===== src/rtl/cpu_ctrl_pkg.sv =====
// Shared types and constants for the CPU run/single-step controller.
// The optional step counter is enabled by defining CPU_STEP_COUNT_EN.
package cpu_ctrl_pkg;

   typedef enum logic [1:0] {
      IDLE = 2'd0,
      RUN  = 2'd1,
      STEP = 2'd2,
      HALT = 2'd3
   } cpu_state_e;

   // 10 ms of stable key level at 50 MHz
   localparam logic [19:0] DEBOUNCE_CYCLES_DEF = 20'd500_000;

endpackage


===== src/rtl/button_debouncer.sv =====
// Synchronizes an active-low push key, debounces it, and emits a one-cycle
// press pulse when the debounced level falls. Releases produce no event.
module button_debouncer
   import cpu_ctrl_pkg::*;
#(
   parameter logic [19:0] DEBOUNCE_CYCLES = DEBOUNCE_CYCLES_DEF
) (
   input  logic clock_in,
   input  logic reset,
   input  logic btn_n,
   output logic level,
   output logic press
);

   logic        sync1_q, sync1_d;
   logic        sync2_q, sync2_d;
   logic        level_q, level_d;
   logic        press_q, press_d;
   logic [19:0] cnt_q, cnt_d;

   always_comb begin
      sync1_d = btn_n;
      sync2_d = sync1_q;
      level_d = level_q;
      press_d = 1'b0;
      cnt_d   = '0;
      // The counter only runs while the synced key disagrees with the accepted level
      if (sync2_q != level_q) begin
         if (cnt_q == DEBOUNCE_CYCLES - 20'd1) begin
            level_d = sync2_q;
            press_d = ~sync2_q;
         end else begin
            cnt_d = cnt_q + 20'd1;
         end
      end
   end

   always_ff @(posedge clock_in) begin
      if (reset) begin
         sync1_q <= 1'b1;
         sync2_q <= 1'b1;
         level_q <= 1'b1;
         press_q <= 1'b0;
         cnt_q   <= '0;
      end else begin
         sync1_q <= sync1_d;
         sync2_q <= sync2_d;
         level_q <= level_d;
         press_q <= press_d;
         cnt_q   <= cnt_d;
      end
   end

   assign level = level_q;
   assign press = press_q;

endmodule


===== src/rtl/cpu_step_controller.sv =====
// Run/single-step controller: turns slow-clock rising edges into one-cycle
// cpu_en pulses. Define CPU_STEP_COUNT_EN to build the step_count counter.
module cpu_step_controller
   import cpu_ctrl_pkg::*;
#(
   parameter logic [19:0] DEBOUNCE_CYCLES = DEBOUNCE_CYCLES_DEF,
   parameter int          CNT_W           = 16
) (
   input  logic             clock_in,
   input  logic             reset,
   input  logic             slow_clk,
   input  logic             step_btn_n,
   input  logic             run_sw,
   input  logic             halt,
   output logic             cpu_en,
   output logic             running,
   output logic             halted,
   output logic [CNT_W-1:0] step_count
);

   cpu_state_e state_q, state_d;
   logic       slow_q, slow_d;
   logic       run_s1_q, run_s1_d;
   logic       run_s2_q, run_s2_d;
   logic       cpu_en_q, cpu_en_d;
   logic       tick;
   logic       key_level;
   logic       press;

   button_debouncer #(
      .DEBOUNCE_CYCLES(DEBOUNCE_CYCLES)
   ) u_key (
      .clock_in(clock_in),
      .reset   (reset),
      .btn_n   (step_btn_n),
      .level   (key_level),
      .press   (press)
   );

   // slow_q resets high so a divider that powers up high yields no tick
   assign tick = slow_clk & ~slow_q;

   always_comb begin
      slow_d   = slow_clk;
      run_s1_d = run_sw;
      run_s2_d = run_s1_q;
      state_d  = state_q;
      cpu_en_d = 1'b0;
      unique case (state_q)
         IDLE: begin
            if (halt)                       state_d = HALT;
            else if (run_s2_q)              state_d = RUN;
            else if (press && !key_level)   state_d = STEP;
         end
         RUN: begin
            if (halt) begin
               state_d = HALT;
            end else begin
               // A tick coinciding with the switch dropping still fires
               cpu_en_d = tick;
               if (!run_s2_q) state_d = IDLE;
            end
         end
         STEP: begin
            if (halt) begin
               state_d = HALT;
            end else if (tick) begin
               cpu_en_d = 1'b1;
               state_d  = IDLE;
            end
         end
         HALT: state_d = HALT;
         default: state_d = IDLE;
      endcase
   end

   always_ff @(posedge clock_in) begin
      if (reset) begin
         state_q  <= IDLE;
         slow_q   <= 1'b1;
         run_s1_q <= 1'b0;
         run_s2_q <= 1'b0;
         cpu_en_q <= 1'b0;
      end else begin
         state_q  <= state_d;
         slow_q   <= slow_d;
         run_s1_q <= run_s1_d;
         run_s2_q <= run_s2_d;
         cpu_en_q <= cpu_en_d;
      end
   end

   assign cpu_en  = cpu_en_q;
   assign running = (state_q == RUN);
   assign halted  = (state_q == HALT);

`ifdef CPU_STEP_COUNT_EN
   logic [CNT_W-1:0] cnt_q, cnt_d;

   always_comb begin
      cnt_d = cnt_q;
      if (cpu_en_q) cnt_d = cnt_q + CNT_W'(1);
   end

   always_ff @(posedge clock_in) begin
      if (reset) cnt_q <= '0;
      else       cnt_q <= cnt_d;
   end

   assign step_count = cnt_q;
`else
   assign step_count = '0;
`endif

endmodule


===== config.mk =====
export PLATFORM = sky130hd
export DESIGN_NAME = cpu_step_controller
export DESIGN_NICKNAME = d
export VERILOG_FILES = /design/src/rtl/cpu_ctrl_pkg.sv /design/src/rtl/button_debouncer.sv /design/src/rtl/cpu_step_controller.sv
export SDC_FILE = /design/constraint.sdc
export NUM_CORES = 1
export LEC_CHECK = 0
export ABC_AREA = 1
export BUFFER_PORTS_ARGS = -buffer_cell sky130_fd_sc_hd__buf_2
export CORE_ASPECT_RATIO = 1.25
export CORE_MARGIN = 5
export CORE_UTILIZATION = 45
export CTS_BUF_LIST = sky130_fd_sc_hd__clkbuf_8 sky130_fd_sc_hd__clkbuf_16
export CTS_CLUSTER_DIAMETER = 80
export DETAILED_ROUTE_END_ITERATION = 8
export MAX_ROUTING_LAYER = met4
export PLACE_DENSITY = 0.68
export SLEW_MARGIN = 30
export SYNTH_ARGS = -nofsm -noshare
export SYNTH_HDL_FRONTEND = slang
export SYNTH_SLANG_ARGS = --single-unit

===== constraint.sdc =====
create_clock -name clock_in -period 1.5 [get_ports clock_in]
set_input_delay 0.3 -clock clock_in [delete_from_list [all_inputs] [get_ports clock_in]]
set_output_delay 0.3 -clock clock_in [all_outputs]
set_load 0.05 [all_outputs]

==> metrics.txt, run 1 <==
# TYPE chip_impl_metric gauge
chip_impl_metric{name="yosysTopAreaCellShare",unit="%"} 36.7
chip_impl_metric{name="max_clock_freq",unit="GHz"} 0.708
chip_impl_metric{name="synth_xor_area_share",unit="%"} 3.75
chip_impl_metric{name="via_per_inst",unit=""} 4.60
chip_impl_metric{name="slowest_delay",unit="ns"} 0.35
chip_impl_metric{name="insertion_delay",unit="ns"} 0.28
chip_impl_info{name="critPathSlowestCell",value="sky130_fd_sc_hd__dfxtp_1"} 1
chip_impl_metric{name="power_frac_comb",unit="%"} 21.9
chip_impl_metric{name="drv.max_cap_violation_count",unit=""} 0
chip_impl_metric{name="yosysWarnings",unit=""} 0
chip_impl_metric{name="floorplan.die_area",unit="um^2"} 4950
chip_impl_metric{name="final_net_count",unit=""} 273
chip_impl_metric{name="fillCellCount",unit=""} 362
chip_impl_metric{name="critical_path_peak_fanout",unit=""} 4
chip_impl_metric{name="stdcell_area",unit="um^2"} 1830
chip_impl_metric{name="cts-htree-levels",unit=""} 2
chip_impl_metric{name="grt_max_degree",unit=""} 14
chip_impl_info{name="grt_setup_unrepaired",value="yes"} 1
chip_impl_metric{name="synth_edf_count",unit=""} 0
chip_impl_metric{name="power_density",unit="nW/um^2"} 1170
chip_impl_metric{name="final_critical_path_setup_slack",unit="ns"} 0.0880
chip_impl_info{name="combinational_family_with_the_most_area_after_synthesis",value="simple AND/OR/NAND/NOR gates"} 1
chip_impl_metric{name="place.detailed.hpwl",unit="um"} 2360
chip_impl_metric{name="post_synth_instance_area",unit="um^2"} 1640
chip_impl_metric{name="grtUsageTotal",unit="%"} 13.7
chip_impl_metric{name="finalNonFillerCells",unit=""} 300
chip_impl_info{name="crit_path_start_kind",value="flip-flop"} 1
chip_impl_metric{name="initial_utilization",unit="%"} 46.6
chip_impl_info{name="outcome",value="finished, final reports clean"} 1
chip_impl_metric{name="fp.dieH",unit="um"} 77.4
chip_impl_metric{name="io_buffer_count",unit=""} 8
chip_impl_metric{name="irDropWorstVdd",unit="uV"} 839
chip_impl_metric{name="row_count",unit=""} 24
chip_impl_info{name="post-synth-top-count-cell",value="sky130_fd_sc_hd__nand2_1"} 1
chip_impl_metric{name="wl_per_cell",unit="um"} 10.0
chip_impl_metric{name="sequentialPowerShare",unit="%"} 40.0
chip_impl_metric{name="num_antenna_cells",unit=""} 0
chip_impl_metric{name="hold_violations",unit=""} 0
chip_impl_metric{name="clk_transition_reported_paths",unit="ns"} 0.06
chip_impl_metric{name="placed_cell_area",unit="um^2"} 1710
chip_impl_metric{name="detail_route.wirelength",unit="um"} 3000
chip_impl_info{name="synthTopCellsByCount",value="sky130_fd_sc_hd__nand2_1 (61), sky130_fd_sc_hd__nor2_1 (49), sky130_fd_sc_hd__dfxtp_1 (30)"} 1
chip_impl_metric{name="synth-simple-area-share",unit="%"} 35.2
chip_impl_metric{name="vias_in_the_first_global_route",unit=""} 1265
chip_impl_metric{name="ys_ff_latch",unit=""} 30
chip_impl_metric{name="grt_antenna_before_repair",unit=""} 0
chip_impl_info{name="synthTopCellsByArea",value="sky130_fd_sc_hd__dfxtp_1 (37%), sky130_fd_sc_hd__nand2_1 (14%), sky130_fd_sc_hd__nor2_1 (11%)"} 1
chip_impl_info{name="worstSetupEndpointType",value="primary output"} 1
chip_impl_metric{name="dp_worst_setup_slack",unit="ns"} 0.103
chip_impl_metric{name="post_synthesis_sequential_area_ratio",unit="%"} 36.7
chip_impl_metric{name="holdBufCountCts",unit=""} 0
chip_impl_metric{name="top_level_pins",unit=""} 25
chip_impl_metric{name="internal_power",unit="uW"} 1500
chip_impl_metric{name="finish.utilization",unit="%"} 52.1
chip_impl_metric{name="power.clock.fraction",unit="%"} 38.1
chip_impl_metric{name="postRouteAntennaNets",unit=""} 0
chip_impl_metric{name="first_iter_violations",unit=""} 70
chip_impl_metric{name="arrival_time_of_the_worst_setup_path",unit="ns"} 1.11
chip_impl_metric{name="route.detailed.drc",unit=""} 0
chip_impl_metric{name="syn-mean-instance-area",unit="um^2"} 6.76
chip_impl_metric{name="synth-compound-area-share",unit="%"} 4.59
chip_impl_metric{name="maxSlewViolCount",unit=""} 0
chip_impl_metric{name="critical_path_required",unit="ns"} 1.20
chip_impl_metric{name="final_weighted_congestion_in_routability_driven_placement",unit=""} 0.829
chip_impl_info{name="critical_path.cell_chain",value="inv_1 -> ha_1 -> buf_4"} 1
chip_impl_info{name="synth_flop_cell",value="sky130_fd_sc_hd__dfxtp_1"} 1
chip_impl_info{name="buffer_cell_driving_the_clock_tree_root",value="sky130_fd_sc_hd__clkbuf_8"} 1
chip_impl_metric{name="cts.path.max_buffers",unit=""} 2
chip_impl_metric{name="static-leakage-power",unit="uW"} 0.000735
chip_impl_metric{name="timing.final.crit_period",unit="ns"} 1.41
chip_impl_metric{name="multiplexer_share_of_the_synthesized_area",unit="%"} 0
chip_impl_info{name="cts_tree",value="done"} 1
chip_impl_metric{name="dieWidth",unit="um"} 63.9
chip_impl_info{name="worst-setup-path-type",value="flip-flop to primary output"} 1
chip_impl_metric{name="dp.cells",unit=""} 293
chip_impl_metric{name="dr_total_vias",unit=""} 1380
chip_impl_metric{name="power.share.switching",unit="%"} 30.2
chip_impl_metric{name="area.growth.synth_to_final",unit="%"} 11.9
chip_impl_metric{name="grt_overflow",unit=""} 0
chip_impl_metric{name="fraction_of_layout_instances_using_a_drive_strength_above_1",unit="%"} 13.0
chip_impl_metric{name="finalSetupViolations",unit=""} 0
chip_impl_metric{name="grt_first_pass_wirelength",unit="um"} 5310
chip_impl_metric{name="switchingPower",unit="uW"} 649
chip_impl_metric{name="post-route-period-util",unit="%"} 94.1
chip_impl_info{name="worstHoldPathType",value="input port to flip-flop"} 1
chip_impl_metric{name="cts.sinks",unit=""} 30
chip_impl_metric{name="cts-buffers-inserted",unit=""} 5
chip_impl_metric{name="drt-pass1-iter-count",unit=""} 4
chip_impl_metric{name="synthDistinctLibCells",unit=""} 22
chip_impl_metric{name="core_region_area",unit="um^2"} 3510
chip_impl_metric{name="synth_fa_ha_area_share",unit="%"} 4.59
chip_impl_metric{name="async_reset_ff_share",unit="%"} 0
chip_impl_metric{name="clock_skew",unit="ns"} 0.00907
chip_impl_info{name="netlist.top_cell.by_area",value="sky130_fd_sc_hd__dfxtp_1"} 1
chip_impl_metric{name="synthesis.instances",unit=""} 242
## placed cells by master (no fill, tap or decap)
cell and instances:
sky130_fd_sc_hd__xnor2_1 6, sky130_fd_sc_hd__buf_2 7, sky130_fd_sc_hd__a21oi_1 10, sky130_fd_sc_hd__nand3_1 11
sky130_fd_sc_hd__bufinv_16 1, sky130_fd_sc_hd__conb_1 16, sky130_fd_sc_hd__inv_1 26, sky130_fd_sc_hd__inv_2 2
sky130_fd_sc_hd__ha_1 6, sky130_fd_sc_hd__xor2_1 1, sky130_fd_sc_hd__nand3b_1 2, sky130_fd_sc_hd__nor2_2 1
sky130_fd_sc_hd__dfxtp_2 1, sky130_fd_sc_hd__clkbuf_8 6, sky130_fd_sc_hd__nand4_1 3, sky130_fd_sc_hd__nor2_4 1
sky130_fd_sc_hd__nor3_1 1, sky130_fd_sc_hd__nand2_1 61, sky130_fd_sc_hd__dfxtp_1 29, sky130_fd_sc_hd__buf_4 7
sky130_fd_sc_hd__or2_2 3, sky130_fd_sc_hd__nor2_1 48, sky130_fd_sc_hd__o21ai_1 1, sky130_fd_sc_hd__o21ai_0 4
sky130_fd_sc_hd__or2_0 2, sky130_fd_sc_hd__nand2_2 2, sky130_fd_sc_hd__nand3_2 2, sky130_fd_sc_hd__buf_12 1
## critical path: cells and delay by family (launching register included)
kind,cells,cell delay [ns]
flops,1,0.35
buf+inv,2,0.28
fa+ha+maj,1,0.21
## area by class of cell
type	count	area, um^2	share of cell area [%]
clock buffers	6	82.6	4.51
clock inverters	1	30.0	1.64
inverters	28	105	5.74
multi-input cells	181	856	46.7
flip-flops and latches	30	602	32.9
well taps	39	48.8	2.66
repair buffers	15	108	5.87
## power groups by stage
stage | registers [uW] | clock network [uW] | logic [uW]
after floorplan | 874 | 0 | 414
after global placement | 872 | 0 | 452
after detailed placement | 874 | 0 | 453
after CTS | 856 | 846 | 457
after global routing | 865 | 878 | 522
final | 860 | 817 | 471
## sequential cells by signal, summed over array words and instances, names as in the netlist
signal,flops
run_s1_q,1
u_key.sync1_q,1
u_key.level,1
slow_q,1
u_key.press,1
u_key.cnt_q,20
run_s2_q,1
u_key.sync2_q,1
state_q,2
cpu_en,1
## cell families after synthesis
logic type,after synthesis
AND/OR/NAND/NOR,137
buffers and inverters,46
flip-flops,30
AO/OA/AOI/OAI,15
XOR/XNOR,7
adder cells (fa/ha/maj),6
other,1
## path summary, 6_finish.rpt
kind	from	end	slack (ns)	depth (start not counted)
setup / recovery	state_q[1]	running	0.09	3
hold / removal	step_btn_n	u_key.sync1_q	0.21	2
setup reg to reg	u_key.cnt_q[1]	u_key.cnt_q[14]	0.13	6
hold reg to reg	run_s1_q	run_s2_q	0.40	2
## metrics by stage
step                      TNS [ns]  hold slack, ns  total power, uW
after floorplan                  0           0.371             1290
after global placement           0           0.395             1320
after detailed placement         0           0.396             1330
after CTS                        0           0.191             2160
after global routing       -0.0160           0.200             2270
final                            0           0.207             2150
## routing by layer
layer  GRT usage (%)  share of wire, %
met4            6.65               1.8
met2            22.3                51
met5               -                 0
met3            3.90               4.1
met1            15.0                43
## repair_timing
item,in CTS,in global routing
setup buffers,0,0
endpoints found under the hold margin,0,0
gates resized for setup,0,7
endpoints found under the setup margin,0,23
(Power assumes the default switching activity.)
==> inputs of run 2 (changes only) <==
--- a/config.mk
+++ b/config.mk
@@ -15,6 +15,7 @@
 export DETAILED_ROUTE_END_ITERATION = 8
 export MAX_ROUTING_LAYER = met4
 export PLACE_DENSITY = 0.68
+export RECOVER_POWER = 100
 export SLEW_MARGIN = 30
 export SYNTH_ARGS = -nofsm -noshare
 export SYNTH_HDL_FRONTEND = slang
==> metrics.txt, run 2 (same netlist as run 1, synthesis figures left out) <==
# TYPE chip_impl_metric gauge
chip_impl_info{name="outcome",value="finished, final reports clean"} 1
chip_impl_metric{name="stdcell_area",unit="um^2"} 1830
chip_impl_metric{name="arrival_time_of_the_worst_setup_path",unit="ns"} 1.11
chip_impl_info{name="cts_tree",value="done"} 1
chip_impl_metric{name="final_net_count",unit=""} 273
chip_impl_metric{name="core_region_area",unit="um^2"} 3510
chip_impl_metric{name="total_power",unit="uW"} 2140
chip_impl_metric{name="globalRouteMet3Util",unit="%"} 3.90
chip_impl_metric{name="io_buffer_count",unit=""} 8
chip_impl_metric{name="first_iter_violations",unit=""} 69
chip_impl_metric{name="final_weighted_congestion_in_routability_driven_placement",unit=""} 0.829
chip_impl_metric{name="placed_cell_area",unit="um^2"} 1710
chip_impl_metric{name="finalSetupViolations",unit=""} 0
chip_impl_metric{name="area.growth.synth_to_final",unit="%"} 11.9
chip_impl_metric{name="dp_worst_setup_slack",unit="ns"} 0.103
chip_impl_metric{name="clock_skew",unit="ns"} 0.00906
chip_impl_metric{name="grtUsageTotal",unit="%"} 13.7
chip_impl_metric{name="drt-pass1-iter-count",unit=""} 4
chip_impl_metric{name="max_clock_freq",unit="GHz"} 0.708
chip_impl_metric{name="irDropWorstVdd",unit="uV"} 839
chip_impl_metric{name="fillCellCount",unit=""} 363
chip_impl_info{name="critical_path.cell_chain",value="inv_1 -> ha_1 -> buf_4"} 1
chip_impl_metric{name="grt_first_pass_wirelength",unit="um"} 5310
chip_impl_metric{name="fraction_of_layout_instances_using_a_drive_strength_above_1",unit="%"} 12.6
chip_impl_metric{name="final_critical_path_setup_slack",unit="ns"} 0.0880
chip_impl_metric{name="static-leakage-power",unit="uW"} 0.000730
chip_impl_metric{name="largest_reg_flops",unit=""} 20
chip_impl_info{name="worstHoldPathType",value="input port to flip-flop"} 1
chip_impl_info{name="crit_path_start_kind",value="flip-flop"} 1
chip_impl_metric{name="floorplan.die_area",unit="um^2"} 4950
chip_impl_metric{name="dr_total_vias",unit=""} 1382
chip_impl_metric{name="dieWidth",unit="um"} 63.9
chip_impl_info{name="critPathSlowestCell",value="sky130_fd_sc_hd__dfxtp_1"} 1
chip_impl_metric{name="detail_route.wirelength",unit="um"} 3010
chip_impl_metric{name="drv.max_cap_violation_count",unit=""} 0
chip_impl_metric{name="clk_transition_reported_paths",unit="ns"} 0.06
chip_impl_metric{name="cts-buffers-inserted",unit=""} 5
chip_impl_metric{name="route.detailed.drc",unit=""} 0
chip_impl_metric{name="cts.sinks",unit=""} 30
chip_impl_metric{name="top_level_pins",unit=""} 25
chip_impl_metric{name="cts-htree-levels",unit=""} 2
chip_impl_metric{name="vias_in_the_first_global_route",unit=""} 1265
chip_impl_metric{name="met1_use_gr",unit="%"} 15.0
chip_impl_metric{name="grt_overflow",unit=""} 0
chip_impl_metric{name="power.clock.fraction",unit="%"} 38.1
chip_impl_metric{name="insertion_delay",unit="ns"} 0.28
chip_impl_metric{name="critical_path_peak_fanout",unit=""} 4
chip_impl_metric{name="switchingPower",unit="uW"} 648
chip_impl_info{name="largest_registers",value="u_key.cnt_q x20, state_q x2"} 1
chip_impl_metric{name="via_per_inst",unit=""} 4.61
chip_impl_metric{name="critical_path_required",unit="ns"} 1.20
chip_impl_info{name="top_register",value="u_key.cnt_q"} 1
chip_impl_metric{name="postRouteAntennaNets",unit=""} 0
chip_impl_metric{name="grt.met2_usage",unit="%"} 22.3
chip_impl_info{name="most_frequent_standard_cell_in_the_layout_excluding_fill_and_tap_cells",value="sky130_fd_sc_hd__nand2_1"} 1
chip_impl_metric{name="setup_total_negative_slack",unit="ns"} 0
chip_impl_info{name="grt_most_used_layer",value="met2"} 1
chip_impl_metric{name="hold_violations",unit=""} 0
chip_impl_info{name="worst-setup-path-type",value="flip-flop to primary output"} 1
chip_impl_metric{name="fp.dieH",unit="um"} 77.4
chip_impl_metric{name="power_frac_comb",unit="%"} 21.8
chip_impl_metric{name="row_count",unit=""} 24
chip_impl_metric{name="num_antenna_cells",unit=""} 0
chip_impl_info{name="grt_setup_unrepaired",value="yes"} 1
chip_impl_info{name="buffer_cell_driving_the_clock_tree_root",value="sky130_fd_sc_hd__clkbuf_8"} 1
chip_impl_metric{name="power.share.switching",unit="%"} 30.2
chip_impl_metric{name="post-route-period-util",unit="%"} 94.1
chip_impl_metric{name="grt_antenna_before_repair",unit=""} 0
chip_impl_metric{name="holdBufCountCts",unit=""} 0
chip_impl_metric{name="maxSlewViolCount",unit=""} 0
chip_impl_metric{name="timing.final.crit_period",unit="ns"} 1.41
chip_impl_metric{name="final.hold.worst_slack",unit="ns"} 0.207
chip_impl_metric{name="wl_per_cell",unit="um"} 10.0
chip_impl_metric{name="cts.path.max_buffers",unit=""} 2
chip_impl_metric{name="grt_max_degree",unit=""} 14
chip_impl_metric{name="sequentialPowerShare",unit="%"} 40.1
chip_impl_metric{name="power_density",unit="nW/um^2"} 1170
chip_impl_info{name="worstSetupEndpointType",value="primary output"} 1
chip_impl_metric{name="ctsResizeCount",unit=""} 0
chip_impl_metric{name="initial_utilization",unit="%"} 46.6
chip_impl_metric{name="place.detailed.hpwl",unit="um"} 2360
chip_impl_metric{name="internal_power",unit="uW"} 1500
chip_impl_info{name="layout_common_cells",value="sky130_fd_sc_hd__nand2_1 (61), sky130_fd_sc_hd__nor2_1 (48), sky130_fd_sc_hd__dfxtp_1 (29)"} 1
chip_impl_metric{name="post-cts-setup-buffer-count",unit=""} 0
chip_impl_metric{name="slowest_delay",unit="ns"} 0.35
run 2: cell types whose count changed in the layout (fill, tap and decap cells not counted), sizes merged:
cell / before / now
clkbuf: 6 / 9
buf: 15 / 12
run 2: per-stage QoR:
| stage | util, % | cells |
|---|---|---|
| after detailed placement | 48.6 | 293 |
| after global placement | 48.6 | 293 |
| after global routing | 52.1 | 300 |
| final | 52.1 | 300 |
| after floorplan | - | 257 |
| after CTS | 51.8 | 300 |
run 2: area by class of cell:
cell class / instances / area [um^2] / share of cell area (%)
clock buffers: 6 / 82.6 / 4.51
flip-flops and latches: 30 / 602 / 32.9
clock inverters: 1 / 30.0 / 1.64
well taps: 39 / 48.8 / 2.67
inverters: 28 / 105 / 5.74
multi-input cells: 181 / 856 / 46.8
repair buffers: 15 / 106 / 5.81
run 2: layer usage:
metal  part of all wire [%]  wire length (um)  vias to the layer above
li1                       -                 -                      743
met1                     43              1290                      609
met2                     51              1530                       25
met3                    4.3               128                        5
met4                    1.8                55                        0
met5                      0                 0                        -
run 2: worst max-delay path: cells and delay by family, from the launching register on:
kind / cells / cell delay, ns
DFF: 1 / 0.35
buffers and inverters: 2 / 0.28
adders and majority gates: 1 / 0.21
run 2: power groups by stage:
stage	Clock [uW]	Sequential, uW	Combinational [uW]
after floorplan	0	874	414
after global placement	0	872	452
after detailed placement	0	874	453
after CTS	846	856	457
after global routing	878	865	518
final	817	860	467
run 2: path summary, 6_finish.rpt:
kind / start / end / slack (ns) / cells after the start
worst max register to register: state_q[1] / state_q[0] / 0.10 / 8
worst min register to register: run_s1_q / run_s2_q / 0.40 / 2
worst min-delay path: step_btn_n / u_key.sync1_q / 0.21 / 2
worst max-delay path: state_q[1] / running / 0.09 / 3
